File: config.mk
export PLATFORM = sky130hd
export DESIGN_NAME = hpdcache_wrr_pkt_arb
export DESIGN_NICKNAME = d
export VERILOG_FILES = /design/src/rtl/hpdcache_wrr_pkt_arb.sv
export SDC_FILE = /design/constraint.sdc
export NUM_CORES = 1
export LEC_CHECK = 0
export CAP_MARGIN = 10
export CELL_PAD_IN_SITES_DETAIL_PLACEMENT = 0
export CELL_PAD_IN_SITES_GLOBAL_PLACEMENT = 1
export CORE_ASPECT_RATIO = 1.75
export CORE_MARGIN = 4
export CORE_UTILIZATION = 33
export DETAILED_ROUTE_END_ITERATION = 7
export PLACE_DENSITY = 0.75
export SLEW_MARGIN = 20
export SYNTH_ARGS = -nofsm -noshare
export SYNTH_HDL_FRONTEND = slang
export SYNTH_SLANG_ARGS = --single-unit
File: constraint.sdc
create_clock -name clk_i -period 4.89 [get_ports clk_i]
set_clock_uncertainty 0.2 [all_clocks]
set_input_delay 0.978 -clock clk_i [delete_from_list [all_inputs] [get_ports clk_i]]
set_output_delay 0.978 -clock clk_i [all_outputs]
set_load 0.03 [all_outputs]
File: src/rtl/hpdcache_wrr_pkt_arb.sv
// Weighted round-robin packet arbiter. Grants one of N requesters per packet,
// holds the grant under backpressure, locks it until the last beat, and lets
// a requester keep priority for up to weight consecutive packets.
module hpdcache_wrr_pkt_arb #(
  parameter int unsigned N        = 4,
  parameter int unsigned WEIGHT_W = 4,
  localparam int unsigned IDX_W   = $clog2(N)
) (
  input  logic                  clk_i,
  input  logic                  rst_i,
  input  logic [N-1:0]          req_i,
  input  logic                  last_i,
  input  logic                  ready_i,
  input  logic [N*WEIGHT_W-1:0] weight_i,
  output logic [N-1:0]          gnt_o,
  output logic [IDX_W-1:0]      gnt_idx_o,
  output logic                  locked_o
);

  typedef enum logic [1:0] {StArb, StHold, StLock} fsm_e;

  fsm_e                fsm_q, fsm_d;
  logic [IDX_W-1:0]    ptr_q, ptr_d;
  logic [IDX_W-1:0]    owner_q, owner_d;
  logic [WEIGHT_W-1:0] cnt_q, cnt_d;
  logic [N-1:0]        gnt_q, gnt_d;

  logic [N-1:0]        rr_gnt;
  logic                rr_found;
  logic [IDX_W-1:0]    rr_pos;
  logic [IDX_W-1:0]    gnt_idx;
  logic                credit;
  logic [WEIGHT_W-1:0] w_raw, w_eff, cnt_inc;

  // Round-robin scan of req_i starting at ptr_q, wrapping modulo N.
  always_comb begin
    rr_gnt   = '0;
    rr_found = 1'b0;
    rr_pos   = '0;
    for (int unsigned i = 0; i < N; i++) begin
      rr_pos = IDX_W'((32'(ptr_q) + i) % N);
      if (!rr_found && req_i[rr_pos]) begin
        rr_found       = 1'b1;
        rr_gnt[rr_pos] = 1'b1;
      end
    end
  end

  // Grant output: live round-robin in ARB, held grant otherwise; forced idle in reset.
  always_comb begin
    gnt_o    = '0;
    locked_o = 1'b0;
    if (!rst_i) begin
      gnt_o    = (fsm_q == StArb) ? rr_gnt : gnt_q;
      locked_o = (fsm_q == StLock);
    end
  end

  // One-hot grant to binary index.
  always_comb begin
    gnt_idx = '0;
    for (int unsigned i = 0; i < N; i++) begin
      if (gnt_o[i]) gnt_idx = IDX_W'(i);
    end
  end

  assign gnt_idx_o = gnt_idx;

  // Next-state logic: packet FSM plus weighted credit update on end of packet.
  always_comb begin
    fsm_d   = fsm_q;
    gnt_d   = gnt_q;
    ptr_d   = ptr_q;
    owner_d = owner_q;
    cnt_d   = cnt_q;
    credit  = 1'b0;

    case (fsm_q)
      StArb: begin
        if (|rr_gnt) begin
          if (!ready_i) begin
            fsm_d = StHold;
            gnt_d = rr_gnt;
          end else if (!last_i) begin
            fsm_d = StLock;
            gnt_d = rr_gnt;
          end else begin
            credit = 1'b1;
          end
        end
      end
      StHold: begin
        if (ready_i) begin
          if (last_i) begin
            fsm_d  = StArb;
            credit = 1'b1;
          end else begin
            fsm_d = StLock;
          end
        end
      end
      StLock: begin
        if (ready_i && last_i) begin
          fsm_d  = StArb;
          credit = 1'b1;
        end
      end
      default: fsm_d = StArb;
    endcase

    // A zero weight behaves as one packet per turn.
    w_raw   = weight_i[32'(gnt_idx) * WEIGHT_W +: WEIGHT_W];
    w_eff   = (w_raw == '0) ? WEIGHT_W'(1) : w_raw;
    cnt_inc = (gnt_idx == owner_q) ? cnt_q + WEIGHT_W'(1) : WEIGHT_W'(1);

    if (credit) begin
      owner_d = gnt_idx;
      if (cnt_inc >= w_eff) begin
        ptr_d = (gnt_idx == IDX_W'(N - 1)) ? '0 : gnt_idx + IDX_W'(1);
        cnt_d = '0;
      end else begin
        ptr_d = gnt_idx;
        cnt_d = cnt_inc;
      end
    end
  end

  // State registers with synchronous reset; reset abandons any open packet.
  always_ff @(posedge clk_i) begin
    if (rst_i) begin
      fsm_q   <= StArb;
      ptr_q   <= '0;
      owner_q <= '0;
      cnt_q   <= '0;
      gnt_q   <= '0;
    end else begin
      fsm_q   <= fsm_d;
      ptr_q   <= ptr_d;
      owner_q <= owner_d;
      cnt_q   <= cnt_d;
      gnt_q   <= gnt_d;
    end
  end

`ifndef SYNTHESIS
  a_gnt_onehot0 : assert property (@(posedge clk_i) disable iff (rst_i)
    $onehot0(gnt_o));
  a_no_withdraw : assert property (@(posedge clk_i) disable iff (rst_i)
    (fsm_q != StArb) |-> (|(req_i & gnt_q)));
  a_no_spurious : assert property (@(posedge clk_i) disable iff (rst_i)
    ((fsm_q == StArb) && (req_i == '0)) |-> (gnt_o == '0));
`endif

endmodule

==> key figures, run 1 <==
Synthesis
  – Cell type with the highest aggregate area in the netlist: sky130_fd_sc_hd__dfxtp_1
  – Post-synth EDFFs: 0
  – Post-Synthesis Mean Instance Area: 7.89 µm²
  – Area of the mapped netlist: between 1000 and 1500 µm²
  – FFs w/ async S/R, synth: 0
  – Post-synthesis sequential element count: 14
  – Most common cell in the synthesized netlist: sky130_fd_sc_hd__nand2_1
  – Count of synthesis-stage warnings from yosys: 0
  – Most used DFF post-synth: sky130_fd_sc_hd__dfxtp_1
  – Sequential share of the synthesized area: 0.201
  – Number of nets produced by synthesis: 211
  – Proportion of netlist area held by the largest area contributor: 0.201
  – Number of library cell types mapped by synthesis: 47
  – Most frequent cells after synthesis: 17 x sky130_fd_sc_hd__nand2_1, 16 x sky130_fd_sc_hd__nor2_1, 14 x sky130_fd_sc_hd__dfxtp_1
  – Cell types with the largest area share after synthesis: sky130_fd_sc_hd__dfxtp_1 20%, sky130_fd_sc_hd__ha_1 9.0%, sky130_fd_sc_hd__mux2i_1 7.2%
  – Cell count after synthesis: between 150 and 200

Pwr
  – Leakage power of the design: 0.941 nW
  – Peak supply drop: 0.000225 V
  – Power density cells: 361 nW/µm²
  – Total Power Consumption: ~0.8 mW

Global routing
  – Met3 routing resource usage after global routing: 0.0165
  – GRT Overall Usage: 0.150
  – GR Util met1: 0.146
  – Largest net degree at the start of global routing: 19
  – Vias in the first global route: 1557
  – Busiest layer in global routing: met2
  – Initial antenna violation count: 0
  – Wire length of the first global-routing pass: approximately 6600 µm
  – Routing usage on met2: 0.305
  – Total congestion overflow after global routing: 0

CTS
  – Clock Path Buffers: 2
  – Master cell of the clock root buffer: sky130_fd_sc_hd__clkbuf_8
  – Clock slew at the register clock pins of the worst setup and hold paths: 0.06 ns
  – CTS tree: yes
  – Clock latency at the later pin of the worst-skew pair: 0.25 ns
  – Number of levels the H-tree was split into: 1
  – Post-cts hold buffer count: 0
  – TritonCTS sink count: 14
  – Number of buffers added by the clock tree synthesis step: 3

STA
  – Hold Fails Final Rpt: 0
  – Accumulated negative setup slack: 0 ns
  – Max-slew violation total from the final report: 0
  – Peak Freq: 210 MHz
  – Period utilization: 0.974
  – Unrepaired setup endpoints after global routing: true
  – Final setup vio count: 0
  – Worst hold slack across all endpoints: 0.263 ns
  – Least-Margin Pin Slew: 0.464 ns
  – Worst max-slew margin expressed relative to the limit: 0.689
  – Post-route minimum period: about 4.8 ns

Finish
  – Post-route core utilization: 0.533
  – Number of nets in the final layout: 277
  – Non-Filler Cell Area, Final: 2190 µm²
  – Synthesis-to-finish area growth: 56.8%
  – Fraction of final layout cells sized beyond drive strength 1: 0.335
  – Filler instances: 416
  – Antenna diodes: 0

Run status
  – Outcome: completed

Floorplanning
  – Die height: 94.1 µm
  – Die X-Extent: 57.2 µm
  – Initial Util: 0.340
  – Core footprint: 4110 µm²
  – Total die area: roughly 5400 µm²
  – Ports: 31
  – Row cnt: 31

Routing
  – Routed vias: 1593
  – DRT antenna net count: 0
  – Via count normalized by instance count: around 5.5
  – DRC viols: 0
  – Aggregate routed wire length: 4140 µm
  – Length of the first detailed-routing pass in iterations: 4
  – Starting DRC count in detailed routing: 18
  – Avg WL per Cell: ~14 µm

Critical path
  – Crit Path Class: in2reg
  – Element type at the critical path start: input pin
  – Required @ worst endpoint: ~4.9 ns
  – Max Fanout on Critical Path: 8
  – CP arrival: 4.75 ns
  – Flop-to-flop setup slack: 0.28 ns
  – Worst R2R Path Depth: 22
  – Critical path capture point type: flip-flop

Place
  – Final GP Congestion: approximately 0.81
  – Half-perimeter wire length of the detailed placement result: 3220 µm
  – Count of buffers inserted at the top-level ports: 30
  – Dpl cell area: 1970 µm²

Worst hold path
  – Worst min-delay path category: reg2reg
  – Worst hold path cell count: 2

Flow run
  – Max Cap Violations: 0
==> per-stage QoR <==
step	std cells	setup slack (ns)
after floorplan	177	0.00891
after global placement	280	-0.609
after CTS	289	0.00920
final	291	0.127
after global routing	291	-0.115
after detailed placement	280	-0.712
==> path summary, 6_finish.rpt <==
path                                from       end
worst max-delay path            req_i[2]  cnt_q[1]
worst max register to register  ptr_q[1]  cnt_q[1]
worst min-delay path            gnt_q[2]  gnt_q[2]
worst min register to register  gnt_q[2]  gnt_q[2]
==> placed cells by master (no fill, tap or decap), drive strengths merged, types with 2 or more instances in the layout <==
cell type,netlist,routed
a211oi,4,4
a22oi,2,2
inv,8,8
nand2b,2,2
buf,3,42
mux4,3,3
clkdlybuf4s50,0,25
xnor2,2,2
and2,4,4
o21ai,12,12
ha,10,10
mux2i,10,10
dfxtp,14,14
nand3b,4,4
or3b,3,3
a21oi,13,13
a32oi,3,3
nand2,17,17
nand3,11,11
a21o,2,2
nor3,5,5
clkbuf,3,4
nor2b,7,7
o221ai,2,2
o21a,3,3
nor2,17,17
==> cell families (layout without fill, tap and decap cells) <==
kind of cell	after synthesis	in the layout	share of synthesized area
compound gates	48	48	0.238
buf+inv	14	79	0.0439
simple gates	75	75	0.287
mux	14	14	0.128
xor+xnor	2	2	0.0125
fa+ha+maj	10	10	0.0896
flops	14	14	0.201
==> repair_timing <==
action,4_1_cts,5_1_grt
gates resized for setup,16,32
cloned,0,0
endpoints found under the setup margin,7,6
pin swaps,7,13
buffers inserted,5,2
==> worst max-delay path, cell delays in order <==
cell and delay, ns:
sky130_fd_sc_hd__buf_8 0.11, sky130_fd_sc_hd__nor2b_1 0.12, sky130_fd_sc_hd__mux4_2 0.52, sky130_fd_sc_hd__a32oi_2 0.26, sky130_fd_sc_hd__nand3_2 0.14, sky130_fd_sc_hd__o21ai_4 0.21, sky130_fd_sc_hd__inv_4 0.08, sky130_fd_sc_hd__a21oi_4 0.16
sky130_fd_sc_hd__mux2i_1 0.21, sky130_fd_sc_hd__mux2i_1 0.13, sky130_fd_sc_hd__a31o_1 0.21, sky130_fd_sc_hd__ha_1 0.29, sky130_fd_sc_hd__nand2b_4 0.13, sky130_fd_sc_hd__a21o_1 0.14, sky130_fd_sc_hd__a21o_1 0.18, sky130_fd_sc_hd__a21oi_4 0.18
sky130_fd_sc_hd__nand3b_1 0.11, sky130_fd_sc_hd__nor3_2 0.19, sky130_fd_sc_hd__a211o_1 0.17, sky130_fd_sc_hd__nand3_2 0.08, sky130_fd_sc_hd__a21oi_2 0.15
==> layer usage <==
layer	vias to the layer above	share of wire
met5	-	0
met4	0	0.026
met3	12	0.035
met2	50	0.58
met1	752	0.36
li1	779	-
==> flip-flops by register name (all words and copies together), names as in the netlist <==
| signal | count |
|---|---|
| ptr_q | 2 |
| fsm_q | 2 |
| gnt_q | 4 |
| cnt_q | 4 |
| owner_q | 2 |
==> power breakdown <==
part / switching [mW] / total [mW] / internal [mW]
Sequential: 0.0172 / 0.148 / 0.130
Clock: 0.0450 / 0.116 / 0.0714
Combinational: 0.252 / 0.527 / 0.275
Total: 0.314 / 0.791 / 0.477
==> final cells by class <==
cell class,instances,area (µm²),share of cell area
clock buffers,4,55.1,0.0251
multi-input cells,149,1170,0.535
flip-flops and latches,14,280,0.128
well taps,49,61.3,0.0280
repair buffers,67,588,0.269
inverters,8,32.5,0.0149
Power figures use the tool's default switching activity.
==> inputs of run 2 (changes only) <==
Settings changed: CORE_ASPECT_RATIO 1.75 to 0.8.
==> key figures, run 2 (same netlist as run 1, synthesis figures left out) <==
Routing
  – DRT antenna net count: 0
  – Length of the first detailed-routing pass in iterations: 4
  – Avg WL per Cell: 13.9 µm
  – DRC viols: 0
  – Via count normalized by instance count: 5.24
  – Aggregate routed wire length: roughly 4000 µm
  – Starting DRC count in detailed routing: 88
  – Routed vias: 1508

Critical path
  – Family of cells with the greatest summed delay on the critical path: compound AO/OA/AOI/OAI gates
  – Required @ worst endpoint: 4.87 ns
  – Crit Path Class: in2reg
  – Max Fanout on Critical Path: 8
  – CP arrival: 4.75 ns
  – Critical path capture point type: flip-flop
  – CP max stage cell: sky130_fd_sc_hd__mux4_2
  – CP bufs+invs: 2
  – Element type at the critical path start: input pin
  – Peak per-stage delay on the critical path: around 0.5 ns
  – Sequence of cells on the critical path: buf_8 > nor2b_4 > mux4_2 > a32oi_1 > nand3_1 > o21ai_4 > inv_2 > a21oi_4 > mux2i_1 > mux2i_1 > a31o_1 > ha_1 > nand2b_4 > a21o_1 > a21o_1 > a21oi_4 > nand3b_1 > nor3_2 > a211o_1 > nand3_1 > a21oi_1

Pwr
  – Peak supply drop: 0.000176 V
  – Leakage power of the design: approximately 0.9 nW
  – Total Power Consumption: about 0.77 mW
  – Power density cells: 362 nW/µm²

Flow run
  – Max Cap Violations: 0

Floorplanning
  – Die height: between 60 and 70 µm
  – Ports: 31
  – Row cnt: 20
  – Total die area: 5340 µm²
  – Initial Util: 0.355
  – Core footprint: between 3000 and 4000 µm²
  – Die X-Extent: 80.7 µm

STA
  – Max-slew violation total from the final report: 0
  – Accumulated negative setup slack: 0 ns
  – Final setup vio count: 0
  – Peak Freq: 209 MHz
  – Hold Fails Final Rpt: 0
  – Worst hold slack across all endpoints: 0.263 ns
  – Unrepaired setup endpoints after global routing: true
  – Worst max-slew margin expressed relative to the limit: 0.624
  – Post-route minimum period: 4.77 ns
  – Period utilization: 0.976
  – Least-Margin Pin Slew: 0.562 ns

Finish
  – Post-route core utilization: 0.541
  – Antenna diodes: 0
  – Number of nets in the final layout: 268
  – Most common library cell in the layout ignoring fill and taps: sky130_fd_sc_hd__buf_4
  – Commonest non-fill, non-tap cells in the layout: 28 x sky130_fd_sc_hd__buf_4, 25 x sky130_fd_sc_hd__clkdlybuf4s50_1, 17 x sky130_fd_sc_hd__nand2_1
  – Fraction of final layout cells sized beyond drive strength 1: 0.288
  – Synthesis-to-finish area growth: 52.2%
  – Largest regs: cnt_q x4, gnt_q x4

Global routing
  – Vias in the first global route: 1522
  – GR Util met1: 0.210
  – Largest net degree at the start of global routing: 14
  – Total congestion overflow after global routing: 0
  – Initial antenna violation count: 0
  – Wire length of the first global-routing pass: 6690 µm
  – Busiest layer in global routing: met2
  – Met3 routing resource usage after global routing: 0.0286
  – Routing usage on met2: 0.271
  – GRT Overall Usage: 0.157

Place
  – Final GP Congestion: about 0.80
  – Count of buffers inserted at the top-level ports: 30
  – Half-perimeter wire length of the detailed placement result: between 3000 and 4000 µm

CTS
  – Number of levels the H-tree was split into: 1
  – Post-cts hold buffer count: 0
  – Number of buffers added by the clock tree synthesis step: 3
  – TritonCTS sink count: 14
  – Clock slew at the register clock pins of the worst setup and hold paths: 0.06 ns
  – Clock latency at the later pin of the worst-skew pair: 0.24 ns
  – CTS tree: yes
  – Clock Path Buffers: 2
  – Master cell of the clock root buffer: sky130_fd_sc_hd__clkbuf_8

Worst hold path
  – Worst min-delay path category: reg2reg

Run status
  – Outcome: completed
==> run 2: cell types whose count changed in the layout (fill, tap and decap cells not counted), moves of 2 or more <==
cell / change
sky130_fd_sc_hd__nand3_1: +2
sky130_fd_sc_hd__buf_4: -9
sky130_fd_sc_hd__buf_6: -2
sky130_fd_sc_hd__a21oi_2: -4
sky130_fd_sc_hd__a21oi_1: +4
sky130_fd_sc_hd__nand3_2: -2
==> run 2: path summary, 6_finish.rpt <==
check | startpoint | to | slack [ns] | depth (start not counted)
hold reg to reg | gnt_q[3] | gnt_q[3] | 0.26 | 2
hold / removal | gnt_q[3] | gnt_q[3] | 0.26 | 2
setup / recovery | req_i[2] | cnt_q[1] | 0.12 | 21
setup reg to reg | ptr_q[0] | cnt_q[1] | 0.22 | 22
==> run 2: where the power goes <==
group / switching [mW] / internal [mW]
clock network: 0.0433 / 0.0713
logic: 0.248 / 0.260
registers: 0.0164 / 0.131
==> run 2: worst register-to-register path: stages (launching register included) <==
cell                       delay, ns
sky130_fd_sc_hd__dfxtp_1        0.33
sky130_fd_sc_hd__inv_1          0.07
sky130_fd_sc_hd__ha_1           0.40
sky130_fd_sc_hd__or3b_2         0.50
sky130_fd_sc_hd__a21oi_1        0.22
sky130_fd_sc_hd__o21ai_0        0.12
sky130_fd_sc_hd__nand3_1        0.12
sky130_fd_sc_hd__o21a_1         0.21
sky130_fd_sc_hd__buf_4          0.17
sky130_fd_sc_hd__mux2i_1        0.19
sky130_fd_sc_hd__a21oi_1        0.08
sky130_fd_sc_hd__a21oi_1        0.20
sky130_fd_sc_hd__a31o_1         0.18
sky130_fd_sc_hd__ha_1           0.23
sky130_fd_sc_hd__nand2b_4       0.14
sky130_fd_sc_hd__a21o_1         0.15
sky130_fd_sc_hd__a21o_1         0.18
sky130_fd_sc_hd__a21oi_4        0.23
sky130_fd_sc_hd__nand3b_1       0.11
sky130_fd_sc_hd__nor3_2         0.19
sky130_fd_sc_hd__a211o_1        0.15
sky130_fd_sc_hd__nand3_1        0.08
sky130_fd_sc_hd__a21oi_1        0.15
==> run 2: stage by stage <==
stage,std cells,setup slack [ns],instance area [µm²]
5_1_grt,288,-0.182,2130
2_1_floorplan,177,0.00891,1420
4_1_cts,287,0.00335,2040
6_report,288,0.116,2130
3_5_place_dp,282,-0.627,1950
3_3_place_gp,282,-0.448,1950
==> run 2: final cells by class <==
type | instances | area (µm²)
timing repair buffer | 58 | 533
clock buffer | 4 | 55.1
tap | 55 | 68.8
fill | 370 | 1800
multi-input combinational | 149 | 1160
inverter | 8 | 30.0
sequential | 14 | 280
==> run 2: repair_timing <==
action,CTS,global route
gates resized for setup,9,37
endpoints found under the setup margin,6,6
pin swaps,3,14
buffers inserted,1,2
==> run 2: per-layer routing <==
layer	routed length, µm	up-vias
li1	-	763
met1	1800	720
met2	2020	23
met5	0	-
met3	182	2
met4	10	0
==> inputs of run 3 (changes only) <==
Settings changed: ABC_CLOCK_PERIOD_IN_PS set to 4890.
==> results of run 3 <==
Same layout as run 2: the final DEF is identical, and so are final timing and power.
